===== src/rtl/spi_pkg.sv =====
// Shared constants for the SPI ADC master and the blocks that consume its frames.
package spi_pkg;

   localparam int DW_ADC         = 13;
   localparam int LOG2_N_DEFAULT = 3;
   localparam int SYS_CLK_HZ     = 16_000_000;
   localparam int CW_DEFAULT     = 16;

endpackage


===== src/rtl/spi_sample_avg_if.sv =====
// Signal bundle between the SPI averager and whoever drives and observes it.
interface spi_sample_avg_if
   import spi_pkg::*;
#(
   parameter int DW = DW_ADC,
   parameter int CW = CW_DEFAULT
);

   logic          nCS;
   logic [DW-1:0] din;
   logic          clr;
   logic [DW-1:0] thr;
   logic [DW-1:0] raw;
   logic [DW-1:0] avg;
   logic          avg_valid;
   logic          primed;
   logic          alarm;
   logic [CW-1:0] sample_cnt;

   modport master (
      output nCS, din, clr, thr,
      input  raw, avg, avg_valid, primed, alarm, sample_cnt
   );

   modport slave (
      input  nCS, din, clr, thr,
      output raw, avg, avg_valid, primed, alarm, sample_cnt
   );

endinterface


===== src/rtl/spi_frame_detect.sv =====
// End-of-frame detector: flags the cycle where nCS rises, unless a clear is pending.
module spi_frame_detect (
   input  logic clk,
   input  logic rst,
   input  logic nCS,
   input  logic clr,
   output logic cap
);

   logic nCS_q;

   // Resetting to 1 means an nCS that is already high after reset is not an edge.
   always_ff @(posedge clk or negedge rst) begin
      if (!rst) begin
         nCS_q <= 1'b1;
      end else begin
         nCS_q <= nCS;
      end
   end

   assign cap = nCS & ~nCS_q & ~clr;

endmodule


===== src/rtl/spi_sample_avg.sv =====
// Moving-average consumer of the SPI ADC master: one sample per frame, registered
// window average, one-cycle valid strobe and a threshold alarm.
module spi_sample_avg
   import spi_pkg::*;
#(
   parameter int DW     = DW_ADC,
   parameter int LOG2_N = LOG2_N_DEFAULT,
   parameter int CW     = CW_DEFAULT
) (
   input logic             clk,
   input logic             rst,
   spi_sample_avg_if.slave bus
);

   localparam int              SW   = DW + LOG2_N;
   localparam int              N    = 1 << LOG2_N;
   localparam logic [LOG2_N:0] FULL = (LOG2_N + 1)'(N);

   logic              cap;
   logic [DW-1:0]     win [N];
   logic [LOG2_N-1:0] wp;
   logic [SW-1:0]     sum;
   logic [LOG2_N:0]   fill;
   logic [CW-1:0]     cnt;
   logic [DW-1:0]     rawQ;
   logic              updQ;
   logic              primed;
   logic [DW-1:0]     avgNext;
   logic [DW-1:0]     avgQ;
   logic              alarmQ;
   logic              validQ;

   spi_frame_detect u_detect (
      .clk (clk),
      .rst (rst),
      .nCS (bus.nCS),
      .clr (bus.clr),
      .cap (cap)
   );

   assign primed  = (fill == FULL);
   assign avgNext = sum[SW-1:LOG2_N];

   // Capture stage: the window starts zero-filled, so the running sum never exceeds SW bits.
   always_ff @(posedge clk or negedge rst) begin
      if (!rst) begin
         rawQ <= '0;
         wp   <= '0;
         sum  <= '0;
         fill <= '0;
         cnt  <= '0;
         updQ <= 1'b0;
         for (int i = 0; i < N; i++) win[i] <= '0;
      end else if (bus.clr) begin
         wp   <= '0;
         sum  <= '0;
         fill <= '0;
         cnt  <= '0;
         updQ <= 1'b0;
         for (int i = 0; i < N; i++) win[i] <= '0;
      end else begin
         updQ <= cap;
         if (cap) begin
            rawQ    <= bus.din;
            win[wp] <= bus.din;
            sum     <= sum + SW'(bus.din) - SW'(win[wp]);
            wp      <= wp + LOG2_N'(1);
            cnt     <= cnt + CW'(1);
            if (fill != FULL) fill <= fill + (LOG2_N + 1)'(1);
         end
      end
   end

   // Result stage: publish only once the window holds a full set of real samples.
   always_ff @(posedge clk or negedge rst) begin
      if (!rst) begin
         avgQ   <= '0;
         alarmQ <= 1'b0;
         validQ <= 1'b0;
      end else if (bus.clr) begin
         avgQ   <= '0;
         alarmQ <= 1'b0;
         validQ <= 1'b0;
      end else begin
         validQ <= updQ & primed;
         if (updQ && primed) begin
            avgQ   <= avgNext;
            alarmQ <= (avgNext > bus.thr);
         end
      end
   end

   assign bus.raw        = rawQ;
   assign bus.avg        = avgQ;
   assign bus.alarm      = alarmQ;
   assign bus.avg_valid  = validQ;
   assign bus.primed     = primed;
   assign bus.sample_cnt = cnt;

endmodule


===== src/flat_wrapper.sv =====
// flat-port wrapper written by rule: the top's interface ports become plain ports
module spi_sample_avg_flat import spi_pkg::*;
#(
   parameter int DW     = DW_ADC,
   parameter int LOG2_N = LOG2_N_DEFAULT,
   parameter int CW     = CW_DEFAULT
)
  (clk, rst, bus_nCS, bus_din, bus_clr, bus_thr, bus_raw, bus_avg, bus_avg_valid, bus_primed, bus_alarm, bus_sample_cnt);
  spi_sample_avg_if #(.DW(DW), .CW(CW)) bus_i ();
  input logic clk;
  input logic rst;
  input wire logic [$bits(bus_i.nCS)-1:0] bus_nCS;
  input wire logic [$bits(bus_i.din)-1:0] bus_din;
  input wire logic [$bits(bus_i.clr)-1:0] bus_clr;
  input wire logic [$bits(bus_i.thr)-1:0] bus_thr;
  output wire logic [$bits(bus_i.raw)-1:0] bus_raw;
  output wire logic [$bits(bus_i.avg)-1:0] bus_avg;
  output wire logic [$bits(bus_i.avg_valid)-1:0] bus_avg_valid;
  output wire logic [$bits(bus_i.primed)-1:0] bus_primed;
  output wire logic [$bits(bus_i.alarm)-1:0] bus_alarm;
  output wire logic [$bits(bus_i.sample_cnt)-1:0] bus_sample_cnt;
  assign bus_i.nCS = bus_nCS;
  assign bus_i.din = bus_din;
  assign bus_i.clr = bus_clr;
  assign bus_i.thr = bus_thr;
  assign bus_raw = bus_i.raw;
  assign bus_avg = bus_i.avg;
  assign bus_avg_valid = bus_i.avg_valid;
  assign bus_primed = bus_i.primed;
  assign bus_alarm = bus_i.alarm;
  assign bus_sample_cnt = bus_i.sample_cnt;
  spi_sample_avg #(.DW(DW), .LOG2_N(LOG2_N), .CW(CW)) u_core (.clk(clk), .rst(rst), .bus(bus_i));
endmodule

===== config.mk =====
export PLATFORM = sky130hd
export DESIGN_NAME = spi_sample_avg_flat
export DESIGN_NICKNAME = d
export VERILOG_FILES = /design/src/rtl/spi_pkg.sv /design/src/rtl/spi_sample_avg_if.sv /design/src/rtl/spi_frame_detect.sv /design/src/rtl/spi_sample_avg.sv /design/src/flat_wrapper.sv
export SDC_FILE = /design/constraint.sdc
export NUM_CORES = 1
export LEC_CHECK = 0
export CORE_AREA = 2 2 138 126
export DETAILED_ROUTE_END_ITERATION = 10
export DIE_AREA = 0 0 140 128
export PLACE_DENSITY = 0.78
export RECOVER_POWER = 50
export SLEW_MARGIN = 25
export SYNTH_ARGS = -nofsm -noshare
export SYNTH_HDL_FRONTEND = slang
export SYNTH_HIERARCHICAL = 1
export SYNTH_SLANG_ARGS = --single-unit
export TNS_END_PERCENT = 100

===== constraint.sdc =====
create_clock -name clk -period 6.65 [get_ports clk]
set_input_delay 1.33 -clock clk [delete_from_list [all_inputs] [get_ports clk]]
set_output_delay 1.33 -clock clk [all_outputs]
set_load 0.02 [all_outputs]

## After elaboration in Yosys (flattened, before gate mapping)

Index checks and enable logic that the tools add are counted.

| word-level totals | value |
|---|---|
| register bits after elaboration | 173 |
| input port bits | 30 |
| output and inout port bits | 45 |
| word-level logic and storage cells | 64 |

| operators by class | value |
|---|---|
| add/subtract/negate cells | 5 |
| magnitude comparators | 3 |
| equal/unequal tests | 2 |
| multiplexer cells | 23 |
| bitwise gates (word level) | 6 |
| reduce and logical (&&, ||, !) cells | 7 |

Operator list:

| cell | number |
|---|---|
| 104-bit two-way mux | 2 |
| 104-bit bitwise mux | 1 |
| 13-bit two-way mux | 5 |
| 16-bit two-way mux | 4 |
| 13-bit binary-select mux with 3-bit select | 1 |
| 13-bit demux with 3-bit select | 1 |
| 16-bit by 1-bit adder with 16-bit output, second input constant | 1 |
| 16-bit by 13-bit adder with 16-bit output | 1 |
| 16-bit by 13-bit subtractor with 16-bit output | 1 |
| 13-bit greater-than comparator | 1 |
| 4-bit two-way mux | 3 |
| 3-bit two-way mux | 2 |
| 2-bit nonzero test | 3 |
| 4-bit by 1-bit adder with 4-bit output, second input constant | 1 |
| 4-bit == test, second input constant | 1 |
| 4-bit greater-or-equal comparator, second input constant | 1 |
| 4-bit by 1-bit less-than comparator with 1-bit output, second input constant | 1 |
| 1-bit two-way mux | 4 |
| 4-bit inequality test, second input constant | 1 |
| 3-bit inverter with 4-bit output | 1 |
| 2-bit AND reduction | 2 |
| 3-bit by 1-bit adder with 3-bit output, second input constant | 1 |
| 1-bit AND | 3 |
| 1-bit logical AND | 2 |
| 1-bit inverter | 2 |

## Logic depth before layout (Yosys ltp)

Gate-level depths: netlist (run 1).

| depth | value |
|---|---|
| depth after elaboration | 8 |
| depth in mapped cells | 16 |
| mapped depth without buffers | 15 |

## Modules after synthesis

The synthesis (run 1) kept the hierarchy.

By module, submodules not included:

| module | instances | cells each | area each (sq um) | seq. area each (sq um) |
|---|---|---|---|---|
| spi_sample_avg | 1 | 1036 | 9228.9 | 4304.1 |
| spi_frame_detect | 1 | 2 | 38.8 | 26.3 |

## Worst setup path after synthesis (run 1)

Ideal clock, no wire load.

| timing | value |
|---|---|
| path type | input to register |
| from | in bus_din[1] |
| to | reg u_core.sum[15] |
| library setup time | 0.128 ns |
| data arrival time | 3.879 ns |
| data required time | 6.522 ns |
| setup slack | 2.643 ns |
| stages | 11 |
| path buffers | 1 |
| cell sequence | clkbuf_1 > inv_1 > fa_1 > inv_1 > ha_1 > a211oi_1 > o21a_2 > nand2_1 > a311oi_2 > mux2i_1 > mux2_1 |

| between the ends | value |
|---|---|
| cells in the longest elaborated chain, start to end | 4 |

Ends and longest elaborated chain:

| what | line | source |
|---|---|---|
| start, declared | flat_wrapper.sv:13 | `input wire logic [$bits(bus_i.din)-1:0] bus_din;` |
| 16-bit by 13-bit adder with 16-bit output | spi_sample_avg.sv:66 | `sum <= sum + SW'(bus.din) - SW'(win[wp]);` |
| 16-bit by 13-bit subtractor with 16-bit output | spi_sample_avg.sv:66 |  |
| 16-bit two-way mux | spi_sample_avg.sv:63 | `if (cap) begin` |
| 16-bit two-way mux | spi_sample_avg.sv:54 | `end else if (bus.clr) begin` |
| end signal, assigned | spi_sample_avg.sv:66 |  |
| end, declared | spi_sample_avg.sv:22 | `logic [SW-1:0] sum;` |

Every way passes these cells. The select of a mux whose other input is x is not followed.
A chain may end at the register's enable or synchronous reset.

## Final worst setup path (run 1)

| timing | value |
|---|---|
| from | in bus_clr |
| to | reg u_core.cnt[14] (netlist: u_core/bus.sample_cnt[14]) |

| between the ends | value |
|---|---|
| cells in the longest elaborated chain, start to end | 3 |
| elaborated cells on any way between the ends | 4 |
| those cells by class | mux (1); bitwise (2); reduce/logical (1) |

Ends and longest elaborated chain:

| what | line | source |
|---|---|---|
| start, declared | flat_wrapper.sv:14 | `input wire logic [$bits(bus_i.clr)-1:0] bus_clr;` |
| 1-bit inverter (no line) | n/a |  |
| 1-bit AND | spi_frame_detect.sv:21 | `assign cap = nCS & ~nCS_q & ~clr;` |
| 2-bit nonzero test (no line) | n/a |  |
| end signal, assigned | spi_sample_avg.sv:68 | `cnt <= cnt + CW'(1);` |
| end, declared | spi_sample_avg.sv:24 | `logic [CW-1:0] cnt;` |

Several ways; a longest one is shown, not always the timed one.

==> impl_metrics.ini, run 1 <==
[die]
dieHeight_um = 128
dieArea_um2 = 17920
die_w_um = 140
fp-row-count = 45
ios = 75
core_um2 = 16610
initial_core_util_pct = 55.80

[job]
drv_cap = 4

[cts]
cts_made_buffers = 17
clk_pin_slew_worst_paths_ns = 0.07
h-tree-depth = 4
cts_resized = 0
cts.sink_count = 173
ctsHoldBuffers = 0
root_buffer = clkbuf_16
post_cts_buffers = 0
clock_latency_ns = 0.43
cts_tree = built
clockBufferDepth = 2

[yosys]
synth_area_leaders = dfrtp_1, nand2_1, a21oi_1, ha_1, inv_1
syn-cell-area_um2 = 9268
ys_ff_latch = 173
synthCells = 1038
synth_nets = 1114
yosysTopAreaCell = dfrtp_1
synth_top_area_share_pct = 46.44
yosysSeqAreaShare_pct = 46.73
async_flop_share_pct = 100.0
synth_top_flop_cell = dfrtp_1
synthDistinctLibCells = 57
synth-edff-count = 0
avgSynthCellArea_um2 = 8.928
yosysWarningCount = 6

[routing]
ant_nets = 0
routedWlPerCell_um = 19.66
drt_wl_total_mm = 25.59
first_iter_violations = 939
wl_met2_mm = 12.09
topRoutingLayerUsed = met4
via_per_inst = 5.995
vias = 7806
drt_first_pass_iters = 8
drc = 11
wl_met3_mm = 2.350
wl_met1_mm = 10.31

[worst_setup_path]
r2r_start = u_core/wp[0]$_DFFE_PN0P_
cp.arrival_ns = 5.02
critPathCaptureType = flip-flop
crit_path_top_delay_cell = clkbuf_2
path_delay_family = buffers and inverters
path_class = primary input to flip-flop
reg2reg_slack_ns = 2.11
cp-startpoint = bus_clr
r2r-end = u_core/sum[10]$_DFFE_PN0P_
crit_fanout = 103
ff2ff_path_depth = 12
cp_data_required_time_ns = 6.86
max_stage_delay_ns = 1.76
crit_buf_inv = 2
cp_cell_sequence = clkbuf_1 -> clkbuf_2 -> nor2_1
start_kind = primary input

[global_route]
grt_pass1_vias = 7900
overflow = 0
grt_max_degree = 104
grt_use_total_pct = 29.48
antenna_found_initial = 0
grt_pass1_wl_mm = 41.22

[timing]
slew-limit-headroom_pct = -60.86
min_period_over_period_pct = 72.36
rsz0062_at_grt = no
tightest_slew_ns = 2.413
finalSetupTns_ns = 0
hold_ws_ns = 0.4818
finalHoldViolations = 0
slew_viol_final = 259
max_freq_mhz = 207.8
setup_viol = 0
period_needed_ns = 4.812
fin_skew_ns = 0.009792

[hold_path]
min_to = u_core/bus.raw[5]$_DFFE_PN0P_
hp-start = u_core/bus.raw[5]$_DFFE_PN0P_
hold_class = flip-flop to flip-flop
holdPathStages = 2

[layout]
final_common_cell = nand2_1
final.fill_count = 1327
final_cell_mix = nand2_1, dfrtp_1, a21oi_1
finalNetCount = 1154
finalNonFillerCells = 1302
area.growth.synth_to_final_pct = 16.12
drive_above_1_share_pct = 6.966
diodes = 0

[outcome]
violations = design-rule violations, max-capacitance violations, max-slew violations
status = finished with violations

[pwr]
p_total_mw = 2.595
ir_drop_mv = 0.1816
leakage_nw = 4.705
power_density_nw_per_um2 = 241.1

[placement]
dp_hpwl_mm = 16.68
numPortBuffers = 74
globalplace.congestion = 0.8907
place_inst = 1269
[how the worst max path moves through the flow]
stage / endpoint / cells after the start / slack [ns]
2_1_floorplan: u_core/sum[15]$_DFFE_PN0P_ / 11 / 2.64
3_3_place_gp: u_core/sum[15]$_DFFE_PN0P_ / 11 / 2.06
3_5_place_dp: u_core/sum[15]$_DFFE_PN0P_ / 11 / 1.95
4_1_cts: u_core/sum[15]$_DFFE_PN0P_ / 13 / 2.18
5_1_grt: u_core/win[57]$_DFFE_PN0P_ / 8 / 1.59
6_report: u_core/bus.sample_cnt[14]$_DFFE_PN0P_ / 3 / 1.84
[cells by family (layout without fill, tap and decap cells)]
family	Yosys count	count (layout)	share of synthesized area (%)
AND/OR/NAND/NOR	372	372	16.44
AO/OA/AOI/OAI	236	236	15.82
flip-flops	173	173	46.73
buffers and inverters	143	196	6.035
adder cells (fa/ha/maj)	46	46	7.263
multiplexers	40	40	5.063
XOR/XNOR	28	28	2.646
[registers in the layout (all words and copies together), names as in the netlist]
register / cells
u_core/sum: 16
u_core/win: 104
u_core/bus.avg: 13
u_core/bus.alarm: 1
u_core/bus.raw: 13
u_core/bus.avg_valid: 1
u_core/bus.sample_cnt: 16
u_core/updQ: 1
u_core/u_detect/nCS_q: 1
u_core/wp: 3
u_core/fill: 4
[worst reg2reg max path, stage by stage, from the launching register on]
cell	delay (ns)
dfrtp_1	0.72
buf_4	0.45
and2_1	0.42
a221oi_1	0.15
o21ai_0	0.34
fa_1	0.52
fa_1	0.49
and2b_1	0.25
o211ai_1	0.11
a21o_1	0.28
a21o_1	0.24
a2111oi_2	0.35
a311o_1	0.17
[layer usage]
layer	global-route usage, %	vias up
met5	0	-
met4	11.35	0
met3	6.724	71
met2	48.83	402
met1	38.24	3770
li1	-	3563
[synthesized netlist by cell type, types with 2 or more instances]
cell / number
a211oi_1: 4
a21o_1: 8
a21oi_1: 124
a21oi_2: 3
a221oi_1: 8
a22o_1: 15
a22oi_1: 10
a311o_1: 2
a31oi_1: 7
and2_1: 4
and3_1: 4
buf_1: 4
buf_2: 18
clkbuf_1: 47
dfrtp_1: 172
fa_1: 13
ha_1: 33
inv_1: 74
mux2_2: 14
mux2i_1: 21
mux4_2: 4
nand2_1: 262
nand2b_1: 6
nand3_1: 14
nand4_1: 6
nand4b_1: 2
nor2_1: 55
nor2b_1: 6
nor3_1: 8
o211ai_1: 6
o21a_1: 2
o21ai_0: 21
o21ai_1: 3
o221ai_1: 5
o22ai_1: 4
or4_1: 2
xnor2_1: 14
xor2_1: 14
[where the power goes]
| part | switching, mW | total [mW] | internal, mW |
|---|---|---|---|
| sequential | 0.0250 | 1.10 | 1.08 |
| clock | 0.441 | 1.08 | 0.638 |
| combinational | 0.251 | 0.410 | 0.160 |
[stage by stage]
stage / instance area, µm² / util, % / setup slack, ns
after floorplan: 9268 / - / 2.643
final: 10760 / 64.79 / 1.838
after CTS: 10750 / 64.71 / 2.179
after global placement: 10110 / 60.86 / 2.064
after detailed placement: 10110 / 60.89 / 1.949
after global routing: 10760 / 64.79 / 1.593
[layout make-up]
class / count / area (µm²) / area share [%]
clock inverters: 14 / 205.2 / 1.907
repair buffers: 90 / 859.6 / 7.987
clock buffers: 18 / 429.2 / 3.988
flip-flops and latches: 173 / 4330 / 40.24
inverters: 74 / 277.8 / 2.581
multi-input cells: 722 / 4395 / 40.84
well taps: 211 / 264.0 / 2.453
No activity file was read; power rests on OpenSTA's default activity.
==> run 2, diff against run 1 <==
CORE_AREA = 2 2 143 131   (was 2 2 138 126)
DIE_AREA = 0 0 145 133   (was 0 0 140 128)
PLACE_DENSITY = 0.76   (was 0.78)
clock period = 4.4 ns   (was 6.65 ns; I/O delays follow)
==> impl_metrics.ini, run 2 (synthesis gave the netlist of run 1 again) <==
[outcome]
status = finished with violations
violations = max-capacitance violations, max-slew violations

[worst_setup_path]
crit_fanout = 13
crit_buf_inv = 2
cp_data_required_time_ns = 4.69
path_class = primary input to flip-flop
cp.arrival_ns = 4.40
critPathCaptureType = flip-flop
critPathMostFrequentCell = nand2_1
r2r-end = u_core/sum[10]$_DFFE_PN0P_
crit_path_top_delay_cell = nor3b_1
ff2ff_path_depth = 15
path_delay_family = simple AND/OR/NAND/NOR gates
max_stage_delay_ns = 1.25
reg2reg_slack_ns = 0.32
cp-startpoint = bus_nCS
crit_cells = 7
start_kind = primary input
cp_cell_sequence = dlygate4sd3_1 -> nor3b_1 -> inv_1 -> nor2_1 -> nand2_1 -> nand2_1 -> a21oi_1
cp-endpoint = u_core/win[59]$_DFFE_PN0P_
r2r_start = u_core/wp[1]$_DFFE_PN0P_

[cts]
cts_tree = built
ctsHoldBuffers = 0
clockBufferDepth = 2
cts_resized = 0
root_buffer = clkbuf_16
cts.sink_count = 173
h-tree-depth = 4
clk_pin_slew_worst_paths_ns = 0.07
post_cts_buffers = 0
clock_latency_ns = 0.43
cts_made_buffers = 17

[pwr]
ir_drop_mv = 0.2350
power_density_nw_per_um2 = 343.7
leakage_nw = 4.799

[layout]
postLayoutCoreUtil_pct = 60.98
finalNetCount = 1179
postLayoutCellArea_um2 = 10940
area.growth.synth_to_final_pct = 18.01
largest_reg_flops = 104
final_cell_mix = nand2_1, dfrtp_1, a21oi_1
top_register = u_core/win
final_common_cell = nand2_1
drive_above_1_share_pct = 8.602
diodes = 0

[hold_path]
holdPathStages = 2
hold_class = flip-flop to flip-flop

[timing]
finalSetupTns_ns = 0
layout_setup_ws_ns = 0.2887
period_needed_ns = 4.111
fin_skew_ns = 0.007044
min_period_over_period_pct = 93.44
slew-limit-headroom_pct = -127.1
rsz0062_at_grt = no
finalHoldViolations = 0
setup_viol = 0
slew_viol_final = 76
tightest_slew_ns = 3.406
max_freq_mhz = 243.2

[routing]
drc = 0
via_per_inst = 5.768
ant_nets = 0
drt_wl_total_mm = 24.60
drt_first_pass_iters = 5
vias = 7850
routedWlPerCell_um = 18.07
first_iter_violations = 744

[die]
core_um2 = 17940
ios = 75
dieArea_um2 = 19290
dieHeight_um = 133
initial_core_util_pct = 51.67
fp-row-count = 47
die_w_um = 145

[placement]
globalplace.congestion = 0.9614
numPortBuffers = 74
dpl_cell_area_um2 = 10360
dp_hpwl_mm = 16.71
post-place-ws_ns = 0.3395

[job]
drv_cap = 2

[global_route]
antenna_found_initial = 0
overflow = 0
grt_max_degree = 101
grt_pass1_wl_mm = 40.33
grt_use_total_pct = 26.31
grt_pass1_vias = 7662
-- run 2: cell count changes in the layout (fill, tap and decap cells not counted), sizes merged, moves of 2 or more --
cell           before  now
buf                13   41
inv                79   75
bufinv              4    1
clkbuf             23   26
clkdlybuf4s50      71   69
dlygate4sd3         1    3
-- run 2: metal layers --
| metal | routed length (µm) | up-vias | global-route usage, % |
|---|---|---|---|
| li1 | - | 3614 | - |
| met1 | 10300 | 3865 | 35.74 |
| met2 | 12020 | 323 | 42.62 |
| met3 | 1677 | 48 | 4.897 |
| met4 | 608 | 0 | 9.516 |
| met5 | 0 | - | 0 |
-- run 2: worst min-delay path by stage --
| stage | startpoint | to | slack [ns] |
|---|---|---|---|
| after floorplan | u_core/sum[0]$_DFFE_PN0P_ | u_core/sum[0]$_DFFE_PN0P_ | 0.49 |
| after detailed placement | u_core/bus.raw[8]$_DFFE_PN0P_ | u_core/bus.raw[8]$_DFFE_PN0P_ | 0.47 |
| final | u_core/bus.raw[8]$_DFFE_PN0P_ | u_core/bus.raw[8]$_DFFE_PN0P_ | 0.48 |
| after CTS | rst | u_core/bus.avg_valid$_DFF_PN0_ | 0.44 |
| after global placement | u_core/bus.raw[8]$_DFFE_PN0P_ | u_core/bus.raw[8]$_DFFE_PN0P_ | 0.46 |
| after global routing | u_core/bus.raw[0]$_DFFE_PN0P_ | u_core/bus.raw[0]$_DFFE_PN0P_ | 0.52 |
-- run 2: worst register-to-register path: cells and delay by family, from the launching register on --
family	cells	cell delay (ns)
AOI/OAI and AO/OA	7	1.62
adders and majority gates	3	0.91
DFF	1	0.65
muxes	1	0.39
and+or+nand+nor	2	0.31
buffers and inverters	2	0.14
-- run 2: power breakdown --
| group | internal [mW] | switching (mW) | total [mW] |
|---|---|---|---|
| sequential | 1.63 | 0.0366 | 1.67 |
| combinational | 0.255 | 0.388 | 0.644 |
| clock | 0.827 | 0.619 | 1.45 |
-- run 2: through the flow --
stage | hold WS [ns] | instances | total power [mW]
detailed placement | 0.4710 | 1328 | 2.323
CTS | 0.4392 | 1360 | 3.772
global route | 0.5229 | 1361 | 3.916
finish | 0.4805 | 1361 | 3.759
global placement | 0.4619 | 1328 | 2.307
floorplan | 0.4862 | 1038 | 2.089
-- run 2: final cells by class --
class / count / area, µm²
clock buffers: 24 / 481.7
well taps: 245 / 306.5
clock inverters: 8 / 82.58
multi-input cells: 722 / 4377
flip-flops and latches: 173 / 4330
inverters: 74 / 277.8
repair buffers: 115 / 1081
fillers: 1512 / 6999
==> RTL edit 1 (config.mk and constraints of run 1) <==
Set the package constant `LOG2_N_DEFAULT` to 2 (it was 3).
--- a/src/rtl/spi_pkg.sv
+++ b/src/rtl/spi_pkg.sv
@@ -3,5 +3,5 @@
 
    localparam int DW_ADC         = 13;
-   localparam int LOG2_N_DEFAULT = 3;
+   localparam int LOG2_N_DEFAULT = 2;
    localparam int SYS_CLK_HZ     = 16_000_000;
    localparam int CW_DEFAULT     = 16;
Check against the original RTL: not equivalent (Yosys sat finds a counterexample within 10 cycles, from zero or initial values and one cycle with rst low).
==> RTL edit 1 against run 1 <==
The run still ends with DRC, capacitance limit, slew limit left. Hold slack better by 0.0095 ns. Register-to-register slack better by 0.53 ns. Total power is 19% lower. Sequential share of layout area is 3.5 points lower. Worst setup slack better by 0.38 ns. Cell area is 25% lower. Global-route usage is 12 points lower. Sequential cell count is 55 lower. Synthesized area is 29% lower. Routed wire length is 40% lower. Critical path type unchanged.
==> RTL edit 1: results (changes against run 1) <==
Outcome
  • Status: finished, violations left (unchanged)
  • Failing checks: DRC, capacitance limit, slew limit (unchanged)

Global routing
  • Global-route wire length before repair: 25450 um (was 41220 um)
  • Vias in the first global route: 5144 (was 7900)
  • GRT met1 Usage: 24.01% (was 38.24%)
  • GRT Total Usage: 17.97% (was 29.48%)
  • Met3 Resource Use GR: 4.184% (was 6.724%)
  • Pin count of the biggest net entering global routing: 102 (was 104)

Worst setup path
  • Reg2Reg Setup Slack: 2.64 ns (was 2.11 ns)
  • Largest stage delay on the critical path: 1.35 ns (was 1.76 ns)
  • Arrival time at the worst endpoint: 4.78 ns (was 5.02 ns)
  • CP max FO: 13 (was 103)
  • Slowest-stage cell, CP: nor3b_1 (was clkbuf_2)
  • Crit path max-delay family: simple AND/OR/NAND/NOR gates (was buffers and inverters)

Route
  • First DRT Iteration DRCs: 365 (was 939)
  • Routed length on met3: 778 um (was 2350 um)
  • Vias per cell: 5.285 (was 5.995)
  • Post-route met1 wirelength: 7103 um (was 10310 um)
  • DRC: 3 (was 11)
  • WL per Instance: 15.88 um (was 19.66 um)
  • Met2 WL: 7226 um (was 12090 um)

Logic synthesis
  • Synth top area cells: dfrtp_1, nand2_1, ha_1, a21oi_1, mux4_2 (was dfrtp_1, nand2_1, a21oi_1, ha_1, inv_1)
  • Synth Instances: 683 (was 1038)
  • Synth unique cells: 56 (was 57)
  • Post-synthesis sequential area ratio: 45.01% (was 46.73%)

Power
  • Clock Power Share: 46.0% (was 41.6%)
  • P_comb: 358 uW (was 410 uW)
  • Leakage: 0.003601 uW (was 0.004705 uW)
  • Worst vdd ir: 177.3 uV (was 181.6 uV)
  • Cell internal pwr: 1508 uW (was 1878 uW)

Timing
  • Relative slew slack: -120.2% (was -60.86%)
  • Final Max Slew Viols: 76 (was 259)
  • Clk_skew: 0.01034 ns (was 0.009792 ns)

Placed design
  • Placed cell count: 938 (was 1269)
  • Dpl hpwl: 10340 um (was 16680 um)

Min path
  • Hold path startpoint: u_core/bus.raw[12] (was u_core/bus.raw[5])
  • Endpoint, Worst Hold: u_core/bus.raw[12] (was u_core/bus.raw[5])

Final layout
  • Final Non-Filler Cells: 972 (was 1302)
  • Share of cells above drive strength 1: 7.884% (was 6.966%)
  • Fillers: 1511 (was 1327)
  • Nets@finish: 826 (was 1154)
  • Max reg flops: 52 (was 104)

Run
  • Max cap viols: 2 (was 4)
==> RTL edit 1: cell types whose count changed after synthesis, sizes merged, moves of 14 or more <==
| cell | run 1 | this run |
|---|---|---|
| nand2 | 262 | 138 |
| a21oi | 127 | 68 |
| dfrtp | 172 | 117 |
| buf | 22 | 3 |
| clkbuf | 47 | 29 |
| nor2 | 55 | 37 |
| mux2 | 15 | 1 |
==> RTL edit 1: how the worst max path moves through the flow <==
stage               slack, ns    startpoint             end
floorplan                2.85    bus_din[1]  u_core/sum[12]
global placement         2.09    bus_din[1]  u_core/sum[12]
detailed placement       1.94    bus_din[1]  u_core/sum[12]
CTS                      2.32  u_core/wp[0]  u_core/sum[12]
global route             1.66           rst    u_core/wp[0]
finish                   2.22       bus_nCS  u_core/win[39]
==> RTL edit 1: final cells by class <==
cell class	count	area [um^2]	share of cell area [%]
Inverter	72	270.3	3.358
Tap cell	211	264.0	3.280
Sequential cell	118	2955	36.72
Multi-Input combinational cell	460	3156	39.21
Clock buffer	19	452.9	5.628
Clock inverter	13	171.4	2.130
Timing Repair Buffer	79	778.2	9.670
==> RTL edit 1: metrics by stage <==
| step | total power [uW] | hold slack, ns |
|---|---|---|
| CTS | 2101 | 0.4965 |
| detailed placement | 1137 | 0.4831 |
| global route | 2180 | 0.5179 |
| global placement | 1126 | 0.4629 |
| floorplan | 1009 | 0.4862 |
| finish | 2090 | 0.4913 |
==> RTL edit 1: cell families (layout without fill, tap and decap cells) <==
logic type | count (synthesis) | after routing | share of synthesized area, %
AOI/OAI and AO/OA | 140 | 140 | 13.17
muxes | 26 | 26 | 6.462
buffers and inverters | 105 | 183 | 6.901
xor gates and xnor gates | 19 | 19 | 2.535
DFF | 118 | 118 | 45.01
and+or+nand+nor | 227 | 227 | 15.29
adders and majority gates | 48 | 48 | 10.64
==> RTL edit 2 (settings of run 1) <==
Made on the original files. Make the reset (`rst`) synchronous in 3 clocked blocks.
--- a/src/rtl/spi_frame_detect.sv
+++ b/src/rtl/spi_frame_detect.sv
@@ -11,5 +11,5 @@
 
    // Resetting to 1 means an nCS that is already high after reset is not an edge.
-   always_ff @(posedge clk or negedge rst) begin
+   always_ff @(posedge clk) begin
       if (!rst) begin
          nCS_q <= 1'b1;
--- a/src/rtl/spi_sample_avg.sv
+++ b/src/rtl/spi_sample_avg.sv
@@ -43,5 +43,5 @@
 
    // Capture stage: the window starts zero-filled, so the running sum never exceeds SW bits.
-   always_ff @(posedge clk or negedge rst) begin
+   always_ff @(posedge clk) begin
       if (!rst) begin
          rawQ <= '0;
@@ -73,5 +73,5 @@
 
    // Result stage: publish only once the window holds a full set of real samples.
-   always_ff @(posedge clk or negedge rst) begin
+   always_ff @(posedge clk) begin
       if (!rst) begin
          avgQ   <= '0;
Behaviour: differs if rst is asserted again (counterexample within 4 cycles, from zero or initial values and one cycle with rst low); with rst held inactive, the same outputs for 10 cycles.
==> RTL edit 2 against run 1 <==
The flow finishes with violations (capacitance limit, slew limit). Largest power group unchanged. Utilization shrank 2.3 points. Worst setup slack got worse by 0.12 ns. Sequential cell count grew 3. Synthesized cell count down 22%. Clock skew down 0.0043 ns. Critical path type unchanged. Synthesized area shrank 4.5%. Combinational power is 44% lower. Highest routed layer unchanged. Total power shrank 7.9%. Cell area decreased by 3.5%. Routed wire length shrank 20%.
==> RTL edit 2: results (changes against run 1) <==
Outcome
  • Status: finished, violations left (unchanged)
  • Failing checks: capacitance limit, slew limit (was DRC, capacitance limit, slew limit)

Route
  • DR pass1 iterations: 7 (was 8)
  • First DRT Iteration DRCs: 561 (was 939)
  • Vias per cell: 5.921 (was 5.995)
  • Routed length on met3: 1511 um (was 2350 um)
  • WL per Instance: 18.90 um (was 19.66 um)
  • Met2 WL: 9798 um (was 12090 um)
  • Post-route met1 wirelength: 8713 um (was 10310 um)

Logic synthesis
  • Synth Instances: 806 (was 1038)
  • Number of synthesized flops with an enable pin: 104 (was 0)
  • Synth unique cells: 53 (was 57)
  • Synth top cells by count: edfxtp_1, nand2_1, dfxtp_1 (was nand2_1, dfrtp_1, a21oi_1)
  • Net Count, Synth: 882 (was 1114)
  • Mux cell area share after synthesis: 9.192% (was 5.063%)
  • Xor and xnor area share after synthesis: 2.079% (was 2.646%)
  • Post-synthesis sequential area ratio: 51.59% (was 46.73%)

Power
  • Worst vdd ir: 177.6 uV (was 181.6 uV)
  • Leakage: 0.003971 uW (was 0.004705 uW)

Final layout
  • Nets@finish: 938 (was 1154)
  • Fillers: 1244 (was 1327)
  • Share of cells above drive strength 1: 11.66% (was 6.966%)

Timing
  • Final hold slack: 0.4512 ns (was 0.4818 ns)
  • Worst Max-Slew Pin Slew: 2.446 ns (was 2.413 ns)
  • Final Max Slew Viols: 55 (was 259)

Worst setup path
  • CP max FO: 42 (was 103)
  • Arrival time at the worst endpoint: 4.99 ns (was 5.02 ns)
  • Reg2Reg Setup Slack: 2.36 ns (was 2.11 ns)

Global routing
  • Global-route wire length before repair: 32710 um (was 41220 um)
  • Vias in the first global route: 6226 (was 7900)

Placed design
  • Place WS: 1.821 ns (was 1.949 ns)
  • Routability Congestion: 0.9001 (was 0.8907)
  • Placed cell count: 1054 (was 1269)
  • Dpl hpwl: 13550 um (was 16680 um)

Min path
  • Endpoint, Worst Hold: u_core/bus.avg[3] (was u_core/bus.raw[5])

Run
  • Max cap viols: 1 (was 4)
==> RTL edit 2: cell types whose count changed after synthesis, moves of 37 or more <==
cell,delta
a21oi_1,-95
dfrtp_1,-172
dfxtp_1,+72
edfxtp_1,+104
nand2_1,-184
nor3_1,+37
nor4_1,+55
==> RTL edit 2: cells by family after synthesis <==
group / after synthesis
muxes: 47
buffers and inverters: 132
AOI/OAI and AO/OA: 99
DFF: 176
adders and majority gates: 46
xor gates and xnor gates: 21
and+or+nand+nor: 285
==> RTL edit 2: cell type report <==
type	count	area, um^2	area share, %
timing repair buffer	92	868.3	8.359
clock buffer	18	429.2	4.132
clock inverter	14	138.9	1.337
multi-input combinational	498	3830	36.87
inverter	77	289.0	2.782
tap	211	264.0	2.542
sequential	176	4568	43.98
==> RTL edit 2: worst max-delay path by stage <==
stage,slack [ns],cells after the start,from,to
3_5_place_dp,1.82,12,bus_din[4],u_core/sum[15]
4_1_cts,2.09,12,flip-flop,u_core/sum[15]
2_1_floorplan,2.39,14,flip-flop,u_core/sum[15]
3_3_place_gp,1.89,12,bus_din[2],u_core/sum[14]
5_1_grt,1.38,8,rst,u_core/win[0][0]
6_report,1.72,8,rst,u_core/win[0][0]
==> RTL edit 2: critical path, stage by stage <==
cell and delay, ns:
dlygate4sd3_1 0.87, nor2b_1 0.20, clkbuf_1 0.92, nand2_1 0.18, buf_4 0.33, nor4_1 0.24
buf_4 0.26, nand2b_1 0.62
==> RTL edit 2: power breakdown <==
part | switching (uW) | total (uW) | internal (uW)
logic | 135 | 230 | 95.4
clock network | 415 | 967 | 552
registers | 12.1 | 1190 | 1180
total | 562 | 2390 | 1830
==> RTL edit 2: stage by stage <==
step | util, % | area, um^2
after global routing | 62.54 | 10390
after global placement | 59.15 | 9824
after detailed placement | 59.15 | 9824
final | 62.54 | 10390
after CTS | 62.57 | 10390
after floorplan | - | 8847
==> RTL edit 2: metal layers <==
metal  GRT usage [%]  up-vias
met3           5.043       33
met4           9.507        0
met5               0        -
met1           31.85     3088
met2           38.42      280
li1                -     3029
